File: src/rtl/load_store_unit_if.sv
`default_nettype none
// ============================================================================
//  Module      : load_store_unit_if
//  Description : Bundles every load_store_unit signal except clock and reset.
//                This covers the upstream op, the data-memory port, the
//                register write-back and the error pulses.
//                The slave modport is the LSU's view of the bundle.
//                The master modport is the environment's view: the ALU,
//                the memory and the register file.
//  Ports       : iRead/iWrite/iAddr/iData/iOpType/iRdAddr  upstream op
//                oBusy                                     upstream stall
//                oMemReq/oMemWe/oMemAddr/oMemWData/oMemBe  memory request
//                iMemGnt/iMemRValid/iMemRData              memory response
//                oRegDv/oRegAddr/oRegData                  write-back
//                oErr                                      illegal funct3
//                oMisalign/oBadAddr  (LSU_MISALIGN_TRAP_EN only)
//  Revision    : 1.0 - initial release
// ============================================================================
interface load_store_unit_if #(
  parameter int XLEN      = 32,
  parameter int REG_SEL_W = 5
);
  logic                 iRead;
  logic                 iWrite;
  logic [XLEN-1:0]      iAddr;
  logic [XLEN-1:0]      iData;
  logic [2:0]           iOpType;
  logic [REG_SEL_W-1:0] iRdAddr;
  logic                 oBusy;
  logic                 oMemReq;
  logic                 oMemWe;
  logic [XLEN-1:0]      oMemAddr;
  logic [XLEN-1:0]      oMemWData;
  logic [3:0]           oMemBe;
  logic                 iMemGnt;
  logic                 iMemRValid;
  logic [XLEN-1:0]      iMemRData;
  logic                 oRegDv;
  logic [REG_SEL_W-1:0] oRegAddr;
  logic [XLEN-1:0]      oRegData;
  logic                 oErr;
`ifdef LSU_MISALIGN_TRAP_EN
  logic                 oMisalign;
  logic [XLEN-1:0]      oBadAddr;
`endif

  modport slave (
`ifdef LSU_MISALIGN_TRAP_EN
    output oMisalign, oBadAddr,
`endif
    input  iRead, iWrite, iAddr, iData, iOpType, iRdAddr,
    input  iMemGnt, iMemRValid, iMemRData,
    output oBusy, oMemReq, oMemWe, oMemAddr, oMemWData, oMemBe,
    output oRegDv, oRegAddr, oRegData, oErr
  );

  modport master (
`ifdef LSU_MISALIGN_TRAP_EN
    input  oMisalign, oBadAddr,
`endif
    output iRead, iWrite, iAddr, iData, iOpType, iRdAddr,
    output iMemGnt, iMemRValid, iMemRData,
    input  oBusy, oMemReq, oMemWe, oMemAddr, oMemWData, oMemBe,
    input  oRegDv, oRegAddr, oRegData, oErr
  );
endinterface
`default_nettype wire

File: src/rtl/load_store_unit.sv
`default_nettype none
// ============================================================================
//  Module      : load_store_unit
//  Description : Memory stage.
//                Accepts one decoded load/store op and runs it against the
//                data-memory port using a request/grant handshake.
//                Returns load results as a register write-back.
//                Performs byte-lane steering, byte-enable generation and
//                sign/zero extension of load data.
//                oBusy is high while an access is in flight.
//  Ports       : iClk       clock
//                iRst       synchronous active-high reset
//                bus        load_store_unit_if.slave (op, memory, write-back)
//  Option      : LSU_MISALIGN_TRAP_EN
//                Misaligned half/word ops are rejected with a oMisalign
//                pulse and the offending address on oBadAddr.
//                Without this option, the low address bits of such ops are
//                truncated to natural alignment and the op proceeds.
//  Revision    : 1.0 - initial release
// ============================================================================
module load_store_unit #(
  parameter int XLEN      = 32,
  parameter int REG_SEL_W = 5
) (
  input  logic              iClk,
  input  logic              iRst,
  load_store_unit_if.slave  bus
);

  typedef enum logic [1:0] {
    IDLE    = 2'd0,
    REQ     = 2'd1,
    WAIT_RD = 2'd2
  } state_t;

  localparam logic [1:0] SZ_BYTE = 2'b00;
  localparam logic [1:0] SZ_HALF = 2'b01;

  state_t state, next_state;

  // Op latched at accept time
  logic                 op_load;
  logic                 op_unsigned;
  logic [1:0]           op_size;
  logic [1:0]           op_lane;
  logic [REG_SEL_W-1:0] op_rd;

  // Registered outputs
  logic                 mem_req;
  logic                 mem_we;
  logic [XLEN-1:0]      mem_addr;
  logic [XLEN-1:0]      mem_wdata;
  logic [3:0]           mem_be;
  logic                 reg_dv;
  logic [REG_SEL_W-1:0] reg_addr;
  logic [XLEN-1:0]      reg_data;
  logic                 err;

  // Decode of the incoming op
  logic            req_in;
  logic            legal;
  logic [1:0]      size_in;
  logic [XLEN-1:0] addr_al;
  logic [3:0]      be_in;
  logic [XLEN-1:0] wdata_in;

  // FSM strobes
  logic accept;
  logic flag_err;
  logic flag_mis;
  logic rd_done;

  // Load data path
  logic [XLEN-1:0] rdata_sh;
  logic [XLEN-1:0] load_val;

  always_comb begin
    req_in  = bus.iRead | bus.iWrite;
    size_in = bus.iOpType[1:0];

    // A load has priority when both flags are set.
    // Legal loads are LB/LH/LW/LBU/LHU. Legal stores are SB/SH/SW.
    if (bus.iRead) begin
      legal = (bus.iOpType != 3'b011) && (bus.iOpType[2:1] != 2'b11);
    end else begin
      legal = !bus.iOpType[2] && (bus.iOpType[1:0] != 2'b11);
    end

    // Force natural alignment. With the trap enabled, misaligned ops never
    // reach this path, so the truncation is harmless there.
    case (size_in)
      SZ_BYTE: addr_al = bus.iAddr;
      SZ_HALF: addr_al = {bus.iAddr[XLEN-1:1], 1'b0};
      default: addr_al = {bus.iAddr[XLEN-1:2], 2'b00};
    endcase

    case (size_in)
      SZ_BYTE: be_in = 4'b0001 << addr_al[1:0];
      SZ_HALF: be_in = addr_al[1] ? 4'b1100 : 4'b0011;
      default: be_in = 4'b1111;
    endcase

    // Replicating the store data across the word puts it in every lane.
    // The byte enables then select the lanes actually written.
    case (size_in)
      SZ_BYTE: wdata_in = {(XLEN/8){bus.iData[7:0]}};
      SZ_HALF: wdata_in = {(XLEN/16){bus.iData[15:0]}};
      default: wdata_in = bus.iData;
    endcase
  end

  // Half lanes are always even, so a single byte-granular shifter serves
  // byte, half and word loads.
  always_comb begin
    rdata_sh = bus.iMemRData >> {op_lane, 3'b000};
    case (op_size)
      SZ_BYTE: load_val = op_unsigned ? {{(XLEN-8){1'b0}}, rdata_sh[7:0]}
                                      : {{(XLEN-8){rdata_sh[7]}}, rdata_sh[7:0]};
      SZ_HALF: load_val = op_unsigned ? {{(XLEN-16){1'b0}}, rdata_sh[15:0]}
                                      : {{(XLEN-16){rdata_sh[15]}}, rdata_sh[15:0]};
      default: load_val = bus.iMemRData;
    endcase
  end

  always_ff @(posedge iClk) begin
    if (iRst) begin
      state <= IDLE;
    end else begin
      state <= next_state;
    end
  end

  always_comb begin
    next_state = state;
    accept     = 1'b0;
    flag_err   = 1'b0;
    flag_mis   = 1'b0;
    rd_done    = 1'b0;
    case (state)
      IDLE: begin
        if (req_in) begin
          if (!legal) begin
            flag_err = 1'b1;
`ifdef LSU_MISALIGN_TRAP_EN
          end else if (((size_in == SZ_HALF) && bus.iAddr[0]) ||
                       ((size_in == 2'b10) && (bus.iAddr[1:0] != 2'b00))) begin
            flag_mis = 1'b1;
`endif
          end else begin
            accept     = 1'b1;
            next_state = REQ;
          end
        end
      end
      REQ: begin
        if (bus.iMemGnt) begin
          next_state = op_load ? WAIT_RD : IDLE;
        end
      end
      WAIT_RD: begin
        if (bus.iMemRValid) begin
          rd_done    = 1'b1;
          next_state = IDLE;
        end
      end
      default: next_state = IDLE;
    endcase
  end

  always_ff @(posedge iClk) begin
    if (iRst) begin
      op_load     <= 1'b0;
      op_unsigned <= 1'b0;
      op_size     <= 2'b00;
      op_lane     <= 2'b00;
      op_rd       <= '0;
      mem_req     <= 1'b0;
      mem_we      <= 1'b0;
      mem_addr    <= '0;
      mem_wdata   <= '0;
      mem_be      <= 4'b0000;
      reg_dv      <= 1'b0;
      reg_addr    <= '0;
      reg_data    <= '0;
      err         <= 1'b0;
    end else begin
      err    <= flag_err;
      // Loads to x0 still perform the access, but they never write back.
      reg_dv <= rd_done && (op_rd != '0);

      if (accept) begin
        op_load     <= bus.iRead;
        op_unsigned <= bus.iOpType[2];
        op_size     <= size_in;
        op_lane     <= addr_al[1:0];
        op_rd       <= bus.iRdAddr;
        mem_req     <= 1'b1;
        mem_we      <= !bus.iRead;
        mem_addr    <= {addr_al[XLEN-1:2], 2'b00};
        mem_wdata   <= wdata_in;
        mem_be      <= be_in;
      end else if ((state == REQ) && bus.iMemGnt) begin
        mem_req <= 1'b0;
        mem_we  <= 1'b0;
      end

      if (rd_done && (op_rd != '0)) begin
        reg_addr <= op_rd;
        reg_data <= load_val;
      end
    end
  end

`ifdef LSU_MISALIGN_TRAP_EN
  logic            misalign;
  logic [XLEN-1:0] bad_addr;

  always_ff @(posedge iClk) begin
    if (iRst) begin
      misalign <= 1'b0;
      bad_addr <= '0;
    end else begin
      misalign <= flag_mis;
      if (flag_mis) begin
        bad_addr <= bus.iAddr;
      end
    end
  end

  assign bus.oMisalign = misalign;
  assign bus.oBadAddr  = bad_addr;
`endif

  assign bus.oBusy     = (state != IDLE);
  assign bus.oMemReq   = mem_req;
  assign bus.oMemWe    = mem_we;
  assign bus.oMemAddr  = mem_addr;
  assign bus.oMemWData = mem_wdata;
  assign bus.oMemBe    = mem_be;
  assign bus.oRegDv    = reg_dv;
  assign bus.oRegAddr  = reg_addr;
  assign bus.oRegData  = reg_data;
  assign bus.oErr      = err;

endmodule
`default_nettype wire

File: src/flat_wrapper.sv
// flat-port wrapper written by rule: the top's interface ports become plain ports
module load_store_unit_flat 
#(
  parameter int XLEN      = 32,
  parameter int REG_SEL_W = 5
)
  (iClk, iRst, bus_iRead, bus_iWrite, bus_iAddr, bus_iData, bus_iOpType, bus_iRdAddr, bus_iMemGnt, bus_iMemRValid, bus_iMemRData, bus_oBusy, bus_oMemReq, bus_oMemWe, bus_oMemAddr, bus_oMemWData, bus_oMemBe, bus_oRegDv, bus_oRegAddr, bus_oRegData, bus_oErr);
  load_store_unit_if #(.XLEN(XLEN), .REG_SEL_W(REG_SEL_W)) bus_i ();
  input  logic iClk;
  input  logic iRst;
  input wire logic [$bits(bus_i.iRead)-1:0] bus_iRead;
  input wire logic [$bits(bus_i.iWrite)-1:0] bus_iWrite;
  input wire logic [$bits(bus_i.iAddr)-1:0] bus_iAddr;
  input wire logic [$bits(bus_i.iData)-1:0] bus_iData;
  input wire logic [$bits(bus_i.iOpType)-1:0] bus_iOpType;
  input wire logic [$bits(bus_i.iRdAddr)-1:0] bus_iRdAddr;
  input wire logic [$bits(bus_i.iMemGnt)-1:0] bus_iMemGnt;
  input wire logic [$bits(bus_i.iMemRValid)-1:0] bus_iMemRValid;
  input wire logic [$bits(bus_i.iMemRData)-1:0] bus_iMemRData;
  output wire logic [$bits(bus_i.oBusy)-1:0] bus_oBusy;
  output wire logic [$bits(bus_i.oMemReq)-1:0] bus_oMemReq;
  output wire logic [$bits(bus_i.oMemWe)-1:0] bus_oMemWe;
  output wire logic [$bits(bus_i.oMemAddr)-1:0] bus_oMemAddr;
  output wire logic [$bits(bus_i.oMemWData)-1:0] bus_oMemWData;
  output wire logic [$bits(bus_i.oMemBe)-1:0] bus_oMemBe;
  output wire logic [$bits(bus_i.oRegDv)-1:0] bus_oRegDv;
  output wire logic [$bits(bus_i.oRegAddr)-1:0] bus_oRegAddr;
  output wire logic [$bits(bus_i.oRegData)-1:0] bus_oRegData;
  output wire logic [$bits(bus_i.oErr)-1:0] bus_oErr;
  assign bus_i.iRead = bus_iRead;
  assign bus_i.iWrite = bus_iWrite;
  assign bus_i.iAddr = bus_iAddr;
  assign bus_i.iData = bus_iData;
  assign bus_i.iOpType = bus_iOpType;
  assign bus_i.iRdAddr = bus_iRdAddr;
  assign bus_i.iMemGnt = bus_iMemGnt;
  assign bus_i.iMemRValid = bus_iMemRValid;
  assign bus_i.iMemRData = bus_iMemRData;
  assign bus_oBusy = bus_i.oBusy;
  assign bus_oMemReq = bus_i.oMemReq;
  assign bus_oMemWe = bus_i.oMemWe;
  assign bus_oMemAddr = bus_i.oMemAddr;
  assign bus_oMemWData = bus_i.oMemWData;
  assign bus_oMemBe = bus_i.oMemBe;
  assign bus_oRegDv = bus_i.oRegDv;
  assign bus_oRegAddr = bus_i.oRegAddr;
  assign bus_oRegData = bus_i.oRegData;
  assign bus_oErr = bus_i.oErr;
  load_store_unit #(.XLEN(XLEN), .REG_SEL_W(REG_SEL_W)) u_core (.iClk(iClk), .iRst(iRst), .bus(bus_i));
endmodule
File: config.mk
export PLATFORM = sky130hd
export DESIGN_NAME = load_store_unit_flat
export DESIGN_NICKNAME = d
export VERILOG_FILES = /design/src/rtl/load_store_unit_if.sv /design/src/rtl/load_store_unit.sv /design/src/flat_wrapper.sv
export SDC_FILE = /design/constraint.sdc
export NUM_CORES = 1
export LEC_CHECK = 0
export BUFFER_PORTS_ARGS = -buffer_cell sky130_fd_sc_hd__buf_2
export CAP_MARGIN = 25
export CORE_ASPECT_RATIO = 0.75
export CORE_MARGIN = 2
export CORE_UTILIZATION = 40
export DETAILED_ROUTE_END_ITERATION = 10
export MAX_ROUTING_LAYER = met4
export PLACE_DENSITY_LB_ADDON = 0.15
export SLEW_MARGIN = 20
export SYNTH_ARGS = -nofsm -noshare
export SYNTH_HDL_FRONTEND = slang
export SYNTH_SLANG_ARGS = --single-unit
File: constraint.sdc
create_clock -name iClk -period 3.1 [get_ports iClk]
set_input_delay 0 -clock iClk [delete_from_list [all_inputs] [get_ports iClk]]
set_output_delay 0 -clock iClk [all_outputs]
set_load 0.02 [all_outputs]
==> metrics.txt, run 1 <==
# TYPE chip_impl_metric gauge
chip_impl_metric{name="power.net_switching",unit="mW"} 1.15
chip_impl_info{name="layout.cells.most_common",value="sky130_fd_sc_hd__buf_2"} 1
chip_impl_metric{name="timing_worst_slew_pin_value",unit="ns"} 0.881
chip_impl_metric{name="worst-r2r-cell-count",unit=""} 6
chip_impl_metric{name="drive_gt1_frac",unit=""} 0.278
chip_impl_metric{name="final_slew_viol_count",unit=""} 0
chip_impl_metric{name="detail-route-antenna-nets",unit=""} 0
chip_impl_metric{name="drt-wirelength-per-cell",unit="um"} 15.6
chip_impl_metric{name="fmax",unit="GHz"} 0.382
chip_impl_metric{name="sequential_fraction_of_the_synthesis_area",unit=""} 0.453
chip_impl_metric{name="synth-seq-cells",unit=""} 120
chip_impl_metric{name="maxCapViolations",unit=""} 0
chip_impl_metric{name="initial_utilization",unit=""} 0.409
chip_impl_info{name="worst_setup_path_category",value="reg -> reg"} 1
chip_impl_metric{name="gp_routability_congestion",unit=""} 0.913
chip_impl_metric{name="max-vdd-ir-drop",unit="mV"} 0.385
chip_impl_metric{name="layout.nets",unit=""} 1036
chip_impl_metric{name="post_synth_inst_count",unit=""} 651
chip_impl_metric{name="insertedDiodeCount",unit=""} 0
chip_impl_metric{name="sw_frac_of_total",unit=""} 0.258
chip_impl_metric{name="clkTransAtPathRegs",unit="ns"} 0.05
chip_impl_info{name="cts_root_buffer",value="sky130_fd_sc_hd__clkbuf_16"} 1
chip_impl_metric{name="number_of_primary_i_o_pins",unit=""} 220
chip_impl_metric{name="netlist_area",unit="mm^2"} 0.00531
chip_impl_metric{name="final.hold.worst_slack",unit="ns"} 0.0317
chip_impl_metric{name="post_cts.resized_instances",unit=""} 0
chip_impl_metric{name="initialDrtViolationCount",unit=""} 527
chip_impl_metric{name="syn2layout_area_growth",unit="%"} 49.1
chip_impl_metric{name="seqPwrFrac",unit=""} 0.377
chip_impl_metric{name="grt_pass1_wl",unit="um"} 27500
chip_impl_metric{name="data_required_time_of_the_critical_path",unit="ns"} 3.44
chip_impl_metric{name="post-route-period-util",unit=""} 0.843
chip_impl_metric{name="width_of_the_chip",unit="um"} 137
chip_impl_metric{name="final_period_minus_worst_setup_slack",unit="ns"} 2.61
chip_impl_info{name="r2r-end",value="u_core.bus.oMemWData[8]"} 1
chip_impl_metric{name="depth_of_the_worst_hold_timing_path",unit=""} 5
chip_impl_metric{name="internal_power",unit="mW"} 3.31
chip_impl_metric{name="p_comb_frac",unit=""} 0.161
chip_impl_info{name="tritoncts",value="done"} 1
chip_impl_info{name="regToRegStartpoint",value="u_core.state[1]"} 1
chip_impl_metric{name="cts.sinks",unit=""} 120
chip_impl_metric{name="power-per-cell-area",unit="mW/mm^2"} 564
chip_impl_info{name="rsz0062_at_grt",value="false"} 1
chip_impl_metric{name="h_tree_levels",unit=""} 4
chip_impl_metric{name="core_region_area",unit="mm^2"} 0.0130
chip_impl_metric{name="setup.reg_to_reg.worst_slack",unit="ns"} 0.49
chip_impl_metric{name="detailedRoute.firstPassIterationCount",unit=""} 5
chip_impl_metric{name="worstSkewPairLatency",unit="ns"} 0.40
chip_impl_metric{name="leakage",unit="nW"} 3.55
chip_impl_metric{name="ys_warn_count",unit=""} 0
chip_impl_metric{name="tns",unit="ns"} 0
chip_impl_metric{name="detailed_place_hpwl",unit="um"} 11700
chip_impl_metric{name="clock_path_buffers",unit=""} 2
chip_impl_metric{name="timing.final.hold_violations",unit=""} 0
chip_impl_info{name="kind_of_capture_point_of_the_worst_setup_path",value="register"} 1
chip_impl_metric{name="total_drc_errors_in_the_routed_layout",unit=""} 0
chip_impl_metric{name="route.final.wire_length",unit="um"} 17300
chip_impl_info{name="result_of_the_run",value="finished clean"} 1
chip_impl_metric{name="grtUsageTotal",unit=""} 0.248
chip_impl_metric{name="setup_viol",unit=""} 0
chip_impl_metric{name="yosys.cell_types.count",unit=""} 40
chip_impl_metric{name="grt_antenna_before_repair",unit=""} 0
chip_impl_metric{name="largest_fanout_on_the_critical_path",unit=""} 35
chip_impl_info{name="layout_common_cells",value="sky130_fd_sc_hd__buf_2 (216), sky130_fd_sc_hd__nand2_1 (148), sky130_fd_sc_hd__dfxtp_1 (120)"} 1
chip_impl_metric{name="viasPerCell",unit=""} 5.15
chip_impl_metric{name="via_count",unit=""} 5706
chip_impl_metric{name="fin_worst_skew",unit="ns"} 0.00857
chip_impl_metric{name="fp.dieArea",unit="mm^2"} 0.0142
chip_impl_metric{name="worst_path_arrival",unit="ns"} 2.96
chip_impl_metric{name="die_height",unit="um"} 104
chip_impl_metric{name="synth_area_per_cell",unit="um^2"} 8.15
chip_impl_metric{name="first_global_vias",unit=""} 5453
chip_impl_metric{name="rows",unit=""} 36
chip_impl_metric{name="cts_inserted_buffers",unit=""} 17
chip_impl_metric{name="io_buffers",unit=""} 217
chip_impl_metric{name="grt_max_degree",unit=""} 121
chip_impl_metric{name="power.share.clock",unit=""} 0.462
chip_impl_info{name="timing.hold.worst.class",value="in -> reg"} 1
chip_impl_metric{name="timing.slew.headroom",unit=""} 0.413
chip_impl_info{name="cp-start-kind",value="register"} 1
chip_impl_info{name="worstSetupEndpoint",value="u_core.bus.oMemWData[8]"} 1
chip_impl_metric{name="post-layout-total-power",unit="mW"} 4.46
chip_impl_metric{name="grt.overflow.total",unit=""} 0
chip_impl_info{name="cp-startpoint",value="u_core.state[1]"} 1
-- per-layer routing --
metal  wire [um]  global-route usage  vias up
met5           0                   -        -
met1        7940               0.336     2667
met4         192              0.0648        0
met2        7860               0.371      236
li1            -                   -     2788
met3        1290              0.0607       15
-- metrics by stage --
stage	area [um^2]	utilization	setup slack, ns	cells
6_report	7910	0.610	0.486	1109
5_1_grt	7910	0.610	0.243	1109
4_1_cts	7890	0.608	0.501	1108
3_5_place_dp	6460	0.498	0.929	995
3_3_place_gp	6460	0.498	1.04	995
2_1_floorplan	5310	-	1.47	652
-- synth_stat cells --
| cell | number | area share |
|---|---|---|
| sky130_fd_sc_hd__a211oi_1 | 17 | 0.024 |
| sky130_fd_sc_hd__a21o_1 | 8 | 0.011 |
| sky130_fd_sc_hd__a21oi_1 | 75 | 0.071 |
| sky130_fd_sc_hd__a221oi_1 | 1 | 0.0017 |
| sky130_fd_sc_hd__a222oi_1 | 7 | 0.013 |
| sky130_fd_sc_hd__a22oi_1 | 3 | 0.0042 |
| sky130_fd_sc_hd__a311oi_1 | 10 | 0.017 |
| sky130_fd_sc_hd__a31oi_1 | 1 | 0.0012 |
| sky130_fd_sc_hd__and2_1 | 23 | 0.027 |
| sky130_fd_sc_hd__and3b_1 | 1 | 0.0017 |
| sky130_fd_sc_hd__buf_1 | 3 | 0.0021 |
| sky130_fd_sc_hd__buf_2 | 16 | 0.015 |
| sky130_fd_sc_hd__buf_4 | 2 | 0.0028 |
| sky130_fd_sc_hd__buf_6 | 3 | 0.0064 |
| sky130_fd_sc_hd__clkbuf_1 | 31 | 0.022 |
| sky130_fd_sc_hd__conb_1 | 1 | 0.00071 |
| sky130_fd_sc_hd__dfxtp_1 | 120 | 0.45 |
| sky130_fd_sc_hd__inv_1 | 11 | 0.0078 |
| sky130_fd_sc_hd__mux2i_1 | 48 | 0.091 |
| sky130_fd_sc_hd__nand2_1 | 148 | 0.10 |
| sky130_fd_sc_hd__nand2b_1 | 2 | 0.0024 |
| sky130_fd_sc_hd__nand3_1 | 5 | 0.0047 |
| sky130_fd_sc_hd__nand3b_1 | 2 | 0.0028 |
| sky130_fd_sc_hd__nand4b_1 | 1 | 0.0017 |
| sky130_fd_sc_hd__nor2_1 | 43 | 0.030 |
| sky130_fd_sc_hd__nor2b_1 | 12 | 0.014 |
| sky130_fd_sc_hd__nor4_1 | 1 | 0.0012 |
| sky130_fd_sc_hd__o211ai_1 | 9 | 0.013 |
| sky130_fd_sc_hd__o21a_1 | 1 | 0.0014 |
| sky130_fd_sc_hd__o21ai_0 | 27 | 0.025 |
| sky130_fd_sc_hd__o21ai_1 | 1 | 0.00094 |
| sky130_fd_sc_hd__o21bai_1 | 1 | 0.0014 |
| sky130_fd_sc_hd__o221a_2 | 1 | 0.0021 |
| sky130_fd_sc_hd__o221ai_1 | 1 | 0.0017 |
| sky130_fd_sc_hd__o22ai_1 | 8 | 0.0094 |
| sky130_fd_sc_hd__o311ai_0 | 1 | 0.0017 |
| sky130_fd_sc_hd__or3_1 | 1 | 0.0012 |
| sky130_fd_sc_hd__or3b_2 | 2 | 0.0033 |
| sky130_fd_sc_hd__or4_1 | 2 | 0.0028 |
| sky130_fd_sc_hd__or4b_2 | 1 | 0.0019 |
-- power by group through the flow --
stage	combinational (mW)	sequential [mW]	clock (mW)
after floorplan	0.297	1.79	0
after global placement	0.610	1.72	0
after detailed placement	0.622	1.72	0
after CTS	0.704	1.69	2.10
after global routing	0.781	1.69	2.18
final	0.717	1.68	2.06
-- kinds of logic (layout without fill, tap and decap cells) --
family	count (synthesis)	count (layout)	synth area share
AO/OA/AOI/OAI	172	172	0.200
flip-flops	120	120	0.453
buffers and inverters	66	352	0.0561
AND/OR/NAND/NOR	244	244	0.200
other	1	2	0.000707
multiplexers	48	48	0.0906
-- state kept, by name, summed over array words and instances (netlist names), 2 cells and up --
| signal | count |
|---|---|
| u_core.op_rd | 5 |
| u_core.bus.oMemAddr | 30 |
| u_core.state | 2 |
| u_core.bus.oRegAddr | 5 |
| u_core.bus.oMemBe | 4 |
| u_core.op_lane | 2 |
| u_core.bus.oMemWData | 32 |
| u_core.op_size | 2 |
| u_core.bus.oRegData | 32 |
-- final cells by class --
cell class	instances	area, um^2
fillers	1150	5060
multi-input cells	466	2640
flip-flops and latches	120	2400
repair buffers	310	2000
clock buffers	22	464
well taps	171	214
clock inverters	9	148
inverters	11	41.3
-- timing repair --
action	CTS	global route
setup buffers	0	0
hold endpoints to repair	83	0
endpoints found under the setup margin	0	0
hold buffers	82	0
-- how the worst min path moves through the flow --
stage	startpoint	end	slack, ns
global placement	bus_iAddr[20]	u_core.bus.oMemAddr[20]	0.24
detailed placement	bus_iRdAddr[3]	u_core.op_rd[3]	0.24
CTS	bus_iMemRData[3]	u_core.bus.oRegData[3]	0.008
global route	bus_iMemRData[2]	u_core.bus.oRegData[2]	0.04
finish	bus_iMemRData[3]	u_core.bus.oRegData[3]	0.03
floorplan	bus_iRead	u_core.op_load	0.14
-- worst max-delay path, cell delays in order, from the launching register on --
cell	delay [ns]
sky130_fd_sc_hd__dfxtp_1	0.34
sky130_fd_sc_hd__nor2_1	0.36
sky130_fd_sc_hd__o221a_4	0.52
sky130_fd_sc_hd__buf_4	0.41
sky130_fd_sc_hd__nor2_1	0.07
sky130_fd_sc_hd__a311oi_1	0.25
sky130_fd_sc_hd__dlygate4sd3_1	0.59
Power figures use the tool's default switching activity.
==> run 2, diff against run 1 <==
==> constraint.sdc (replaced) <==
create_clock -name iClk -period 2.4 [get_ports iClk]
set_input_delay 0 -clock iClk [delete_from_list [all_inputs] [get_ports iClk]]
set_output_delay 0 -clock iClk [all_outputs]
set_load 0.02 [all_outputs]
==> metrics.txt, run 2 (synthesis gave the netlist of run 1 again) <==
# TYPE chip_impl_metric gauge
chip_impl_info{name="result_of_the_run",value="finished clean"} 1
chip_impl_metric{name="number_of_primary_i_o_pins",unit=""} 220
chip_impl_info{name="cp-start-kind",value="input pin"} 1
chip_impl_metric{name="largest_fanout_on_the_critical_path",unit=""} 36
chip_impl_metric{name="worstSkewPairLatency",unit="ns"} 0.41
chip_impl_metric{name="grt.overflow.total",unit=""} 0
chip_impl_metric{name="io_buffers",unit=""} 217
chip_impl_info{name="worst_setup_path_category",value="in -> reg"} 1
chip_impl_info{name="tritoncts",value="done"} 1
chip_impl_info{name="layout.cells.most_common",value="sky130_fd_sc_hd__buf_2"} 1
chip_impl_metric{name="grt_max_degree",unit=""} 72
chip_impl_metric{name="timing.slew.headroom",unit=""} 0.506
chip_impl_info{name="timing.hold.worst.class",value="in -> reg"} 1
chip_impl_metric{name="grt_pass1_wl",unit="um"} 27600
chip_impl_metric{name="route.final.wire_length",unit="um"} 17600
chip_impl_metric{name="syn2layout_area_growth",unit="%"} 48.3
chip_impl_metric{name="detailedRoute.firstPassIterationCount",unit=""} 5
chip_impl_metric{name="detail-route-antenna-nets",unit=""} 0
chip_impl_metric{name="worst_path_arrival",unit="ns"} 2.53
chip_impl_metric{name="viasPerCell",unit=""} 5.12
chip_impl_info{name="cp-startpoint",value="bus_iOpType[2]"} 1
chip_impl_metric{name="h_tree_levels",unit=""} 4
chip_impl_metric{name="post-route-period-util",unit=""} 0.908
chip_impl_metric{name="cts.sinks",unit=""} 120
chip_impl_metric{name="total_drc_errors_in_the_routed_layout",unit=""} 0
chip_impl_metric{name="rows",unit=""} 36
chip_impl_metric{name="clkTransAtPathRegs",unit="ns"} 0.06
chip_impl_metric{name="timing_worst_slew_pin_value",unit="ns"} 0.739
chip_impl_metric{name="cts_inserted_buffers",unit=""} 17
chip_impl_metric{name="drt-wirelength-per-cell",unit="um"} 15.9
chip_impl_metric{name="gp_routability_congestion",unit=""} 0.951
chip_impl_info{name="kind_of_capture_point_of_the_worst_setup_path",value="register"} 1
chip_impl_metric{name="fin_worst_skew",unit="ns"} 0.0108
chip_impl_metric{name="post_dp_cell_area",unit="mm^2"} 0.00650
chip_impl_metric{name="die_height",unit="um"} 104
chip_impl_metric{name="power-per-cell-area",unit="mW/mm^2"} 708
chip_impl_metric{name="post-route-cell-area",unit="mm^2"} 0.00787
chip_impl_metric{name="core_region_area",unit="mm^2"} 0.0130
chip_impl_metric{name="initialDrtViolationCount",unit=""} 381
chip_impl_metric{name="leakage",unit="nW"} 3.53
chip_impl_metric{name="drive_gt1_frac",unit=""} 0.285
chip_impl_metric{name="layout.nets",unit=""} 1036
chip_impl_metric{name="maxCapViolations",unit=""} 0
chip_impl_metric{name="via_count",unit=""} 5687
chip_impl_metric{name="initial_utilization",unit=""} 0.409
chip_impl_metric{name="tns",unit="ns"} 0
chip_impl_metric{name="grt_antenna_before_repair",unit=""} 0
chip_impl_info{name="rsz0062_at_grt",value="false"} 1
chip_impl_metric{name="fmax",unit="GHz"} 0.459
chip_impl_metric{name="final_period_minus_worst_setup_slack",unit="ns"} 2.18
chip_impl_metric{name="post-layout-total-power",unit="mW"} 5.57
chip_impl_metric{name="fp.dieArea",unit="mm^2"} 0.0142
chip_impl_metric{name="setup_viol",unit=""} 0
chip_impl_metric{name="timing.final.hold_violations",unit=""} 0
chip_impl_metric{name="cts_post_setup_buffers_inserted",unit=""} 0
chip_impl_metric{name="grtUsageTotal",unit=""} 0.253
chip_impl_metric{name="first_global_vias",unit=""} 5369
chip_impl_metric{name="width_of_the_chip",unit="um"} 137
chip_impl_metric{name="clock_path_buffers",unit=""} 2
chip_impl_metric{name="data_required_time_of_the_critical_path",unit="ns"} 2.75
chip_impl_metric{name="final.hold.worst_slack",unit="ns"} 0.0240
chip_impl_info{name="layout_common_cells",value="sky130_fd_sc_hd__buf_2 (216), sky130_fd_sc_hd__nand2_1 (148), sky130_fd_sc_hd__dfxtp_1 (120)"} 1
chip_impl_info{name="cts_root_buffer",value="sky130_fd_sc_hd__clkbuf_16"} 1
chip_impl_info{name="hold_path.startpoint",value="bus_iMemRData[0]"} 1
chip_impl_metric{name="max-vdd-ir-drop",unit="mV"} 0.473
chip_impl_metric{name="final_slew_viol_count",unit=""} 0
chip_impl_metric{name="insertedDiodeCount",unit=""} 0
chip_impl_info{name="regToRegStartpoint",value="u_core.state[1]"} 1
chip_impl_metric{name="detailed_place_hpwl",unit="um"} 12100
==> run 2: cell types whose count changed in the layout (fill, tap and decap cells not counted), moves of 2 or more <==
cell / previous run / this run
sky130_fd_sc_hd__buf_4: 10 / 14
sky130_fd_sc_hd__bufinv_16: 4 / 2
sky130_fd_sc_hd__clkinv_4: 0 / 2
sky130_fd_sc_hd__clkinvlp_4: 1 / 4
sky130_fd_sc_hd__dlygate4sd3_1: 82 / 79
==> run 2: metal layers <==
layer	routed length, um	up-vias	global-route usage
li1	-	2789	-
met1	8100	2657	0.335
met2	8030	218	0.384
met3	1270	23	0.0597
met4	246	0	0.0744
met5	0	-	-
==> run 2: final timing paths <==
check | cells past startpoint | endpoint | slack, ns
setup / recovery | 8 | u_core.bus.oMemWData[8] | 0.22
hold / removal | 5 | u_core.bus.oRegData[0] | 0.02
setup reg to reg | 6 | u_core.bus.oMemWData[8] | 0.23
hold reg to reg | 2 | u_core.bus.oMemAddr[19] | 0.45
==> run 2: through the flow <==
stage	instances	util	setup WS [ns]
3_3_place_gp	999	0.501	0.643
5_1_grt	1110	0.607	0.0567
4_1_cts	1110	0.606	0.130
2_1_floorplan	652	-	0.768
6_report	1110	0.607	0.222
3_5_place_dp	999	0.501	0.555
==> run 2: cell type report <==
class	count	area [um^2]
clock inverter	12	128
clock buffer	20	447
multi-input combinational	466	2640
inverter	11	41.3
tap	171	214
timing repair buffer	310	2000
fill	1148	5100
sequential	120	2400
==> run 2: critical path: stages <==
cell and delay [ns]:
sky130_fd_sc_hd__dlygate4sd3_1 0.54, sky130_fd_sc_hd__buf_2 0.13, sky130_fd_sc_hd__a21oi_1 0.33, sky130_fd_sc_hd__o221a_4 0.27
sky130_fd_sc_hd__buf_4 0.34, sky130_fd_sc_hd__nor2_1 0.07, sky130_fd_sc_hd__a311oi_1 0.24, sky130_fd_sc_hd__dlygate4sd3_1 0.58
==> run 2: power by group <==
group          switching (mW)  internal (mW)  total [mW]
clock                   0.919           1.55        2.47
sequential             0.0662           2.10        2.17
combinational           0.549          0.387       0.935
total                    1.53           4.04        5.57
==> run 2: what timing repair did <==
action,CTS,global route
hold buffers,79,0
gates resized for setup,0,2
endpoints found under the hold margin,81,0
endpoints found under the setup margin,0,2
==> run 3, diff against run 2 <==
--- a/config.mk
+++ b/config.mk
@@ -9,11 +9,10 @@
 export CAP_MARGIN = 25
 export CORE_ASPECT_RATIO = 0.75
 export CORE_MARGIN = 2
-export CORE_UTILIZATION = 40
+export CORE_UTILIZATION = 44
 export DETAILED_ROUTE_END_ITERATION = 10
 export MAX_ROUTING_LAYER = met4
 export PLACE_DENSITY_LB_ADDON = 0.15
-export SLEW_MARGIN = 20
 export SYNTH_ARGS = -nofsm -noshare
 export SYNTH_HDL_FRONTEND = slang
 export SYNTH_SLANG_ARGS = --single-unit
==> metrics.txt, run 3 (synthesis gave the netlist of run 1 again) <==
# TYPE chip_impl_metric gauge
chip_impl_info{name="result_of_the_run",value="finished clean"} 1
chip_impl_metric{name="layout.nets",unit=""} 1035
chip_impl_metric{name="cp_num_buf_inv",unit=""} 1
chip_impl_metric{name="worst_path_arrival",unit="ns"} 2.48
chip_impl_metric{name="initialDrtViolationCount",unit=""} 469
chip_impl_metric{name="data_required_time_of_the_critical_path",unit="ns"} 2.75
chip_impl_metric{name="drt-wirelength-per-cell",unit="um"} 16.1
chip_impl_metric{name="worst-r2r-cell-count",unit=""} 5
chip_impl_metric{name="h_tree_levels",unit=""} 4
chip_impl_info{name="layout_common_cells",value="sky130_fd_sc_hd__buf_2 (216), sky130_fd_sc_hd__nand2_1 (148), sky130_fd_sc_hd__dfxtp_1 (120)"} 1
chip_impl_info{name="kind_of_capture_point_of_the_worst_setup_path",value="register"} 1
chip_impl_metric{name="initial_utilization",unit=""} 0.455
chip_impl_metric{name="total_drc_errors_in_the_routed_layout",unit=""} 0
chip_impl_metric{name="timing.slew.headroom",unit=""} 0.499
chip_impl_metric{name="post_dp_cell_area",unit="mm^2"} 0.00647
chip_impl_metric{name="final_slew_viol_count",unit=""} 0
chip_impl_info{name="timing.hold.worst.class",value="in -> reg"} 1
chip_impl_metric{name="route.final.wire_length",unit="um"} 17700
chip_impl_metric{name="grt_antenna_before_repair",unit=""} 0
chip_impl_info{name="cts_root_buffer",value="sky130_fd_sc_hd__clkbuf_16"} 1
chip_impl_metric{name="cp.depth",unit=""} 5
chip_impl_metric{name="clock_path_buffers",unit=""} 2
chip_impl_metric{name="via_count",unit=""} 5745
chip_impl_metric{name="detail-route-antenna-nets",unit=""} 0
chip_impl_metric{name="timing_worst_slew_pin_value",unit="ns"} 0.751
chip_impl_metric{name="final.hold.worst_slack",unit="ns"} 0.0235
chip_impl_metric{name="io_buffers",unit=""} 217
chip_impl_metric{name="post-route-period-util",unit=""} 0.887
chip_impl_info{name="worst_setup_path_category",value="reg -> reg"} 1
chip_impl_metric{name="first_global_vias",unit=""} 5570
chip_impl_metric{name="syn2layout_area_growth",unit="%"} 49.6
chip_impl_info{name="critical-path-top-cell-by-count",value="sky130_fd_sc_hd__nor2_1"} 1
chip_impl_metric{name="rows",unit=""} 34
chip_impl_metric{name="grt_pass1_wl",unit="um"} 27800
chip_impl_info{name="cp-start-kind",value="register"} 1
chip_impl_metric{name="detailedRoute.firstPassIterationCount",unit=""} 8
chip_impl_metric{name="fp.dieArea",unit="mm^2"} 0.0130
chip_impl_info{name="worst_path_dominant_cell_family",value="compound AO/OA/AOI/OAI gates"} 1
chip_impl_metric{name="cts.sinks",unit=""} 120
chip_impl_metric{name="grtUsageTotal",unit=""} 0.281
chip_impl_metric{name="ctsHoldBuffers",unit=""} 80
chip_impl_info{name="tritoncts",value="done"} 1
chip_impl_metric{name="fin_util",unit=""} 0.681
chip_impl_info{name="layout.cells.most_common",value="sky130_fd_sc_hd__buf_2"} 1
chip_impl_metric{name="critical_path_s_largest_stage_delay",unit="ns"} 0.57
chip_impl_info{name="rsz0062_at_grt",value="false"} 1
chip_impl_metric{name="final_period_minus_worst_setup_slack",unit="ns"} 2.13
chip_impl_metric{name="grt_max_degree",unit=""} 74
chip_impl_metric{name="number_of_primary_i_o_pins",unit=""} 220
chip_impl_metric{name="clkTransAtPathRegs",unit="ns"} 0.05
chip_impl_metric{name="setup_viol",unit=""} 0
chip_impl_metric{name="post-layout-total-power",unit="mW"} 5.96
chip_impl_metric{name="width_of_the_chip",unit="um"} 131
chip_impl_metric{name="fmax",unit="GHz"} 0.470
chip_impl_metric{name="worstSkewPairLatency",unit="ns"} 0.41
chip_impl_metric{name="cts_post_setup_buffers_inserted",unit=""} 0
chip_impl_metric{name="gp_routability_congestion",unit=""} 0.896
chip_impl_metric{name="timing.final.hold_violations",unit=""} 0
chip_impl_info{name="crit_path_cell_trace",value="nor2_1 -> o221a_4 -> nor2_1 -> a311oi_1 -> dlygate4sd3_1"} 1
chip_impl_metric{name="maxCapViolations",unit=""} 0
chip_impl_metric{name="viasPerCell",unit=""} 5.22
chip_impl_metric{name="tns",unit="ns"} 0
chip_impl_metric{name="largest_fanout_on_the_critical_path",unit=""} 28
chip_impl_metric{name="fin_worst_skew",unit="ns"} 0.0110
chip_impl_metric{name="grt.overflow.total",unit=""} 0
chip_impl_metric{name="power-per-cell-area",unit="mW/mm^2"} 751
chip_impl_metric{name="post-route-cell-area",unit="mm^2"} 0.00794
chip_impl_metric{name="leakage",unit="nW"} 3.57
chip_impl_info{name="critical-path-slowest-cell",value="sky130_fd_sc_hd__dlygate4sd3_1"} 1
chip_impl_metric{name="drive_gt1_frac",unit=""} 0.283
chip_impl_metric{name="max-vdd-ir-drop",unit="mV"} 0.543
chip_impl_metric{name="detailed_place_hpwl",unit="um"} 11800
chip_impl_metric{name="cts_inserted_buffers",unit=""} 17
chip_impl_metric{name="depth_of_the_worst_hold_timing_path",unit=""} 5
chip_impl_metric{name="post_cts.resized_instances",unit=""} 0
chip_impl_metric{name="die_height",unit="um"} 99.1
chip_impl_metric{name="core_region_area",unit="mm^2"} 0.0117
chip_impl_metric{name="insertedDiodeCount",unit=""} 0
chip_impl_metric{name="final.fill_count",unit=""} 951
## run 3: cell types whose count changed in the layout (fill, tap and decap cells not counted), moves of 2 or more
cell / before / now
sky130_fd_sc_hd__clkbuf_8: 1 / 3
sky130_fd_sc_hd__clkinvlp_4: 4 / 2
sky130_fd_sc_hd__bufinv_16: 2 / 5
sky130_fd_sc_hd__clkinv_2: 4 / 2
sky130_fd_sc_hd__buf_4: 14 / 12
## run 3: worst paths after layout
kind                              from                      end  slack, ns
setup reg to reg       u_core.state[1]  u_core.bus.oMemWData[8]       0.27
setup / recovery       u_core.state[1]  u_core.bus.oMemWData[8]       0.27
hold reg to reg   u_core.bus.oMemBe[1]     u_core.bus.oMemBe[1]       0.45
hold / removal        bus_iMemRData[4]   u_core.bus.oRegData[4]       0.02
## run 3: final cells by class
class | instances | area [um^2] | share of cell area
timing repair buffer | 309 | 1990 | 0.251
tap | 162 | 203 | 0.0255
clock inverter | 11 | 193 | 0.0243
clock buffer | 21 | 470 | 0.0593
inverter | 11 | 41.3 | 0.00520
multi-input combinational | 466 | 2640 | 0.332
sequential | 120 | 2400 | 0.303
## run 3: per-layer routing
| layer | share of wire | track usage |
|---|---|---|
| met2 | 0.46 | 0.433 |
| met4 | 0.018 | 0.0900 |
| met5 | 0 | - |
| met3 | 0.087 | 0.0699 |
| met1 | 0.43 | 0.365 |
## run 3: worst register-to-register path: cells and delay by family (launching register included)
family / cells / cell delay [ns]
simple gates: 2 / 0.44
compound gates: 2 / 0.73
flops: 1 / 0.34
buf+inv: 1 / 0.57
## run 3: report_power, final
part / internal (mW) / total (mW) / leakage [nW] / switching (mW)
logic: 0.387 / 0.940 / 2.27 / 0.553
clock network: 1.93 / 2.85 / 0.320 / 0.926
registers: 2.10 / 2.17 / 0.980 / 0.0624
## run 3: through the flow
stage	setup slack (ns)	std cells
final	0.271	1100
after global routing	0.0811	1100
after CTS	0.285	1100
after detailed placement	0.314	988
after global placement	0.425	988
after floorplan	0.768	652
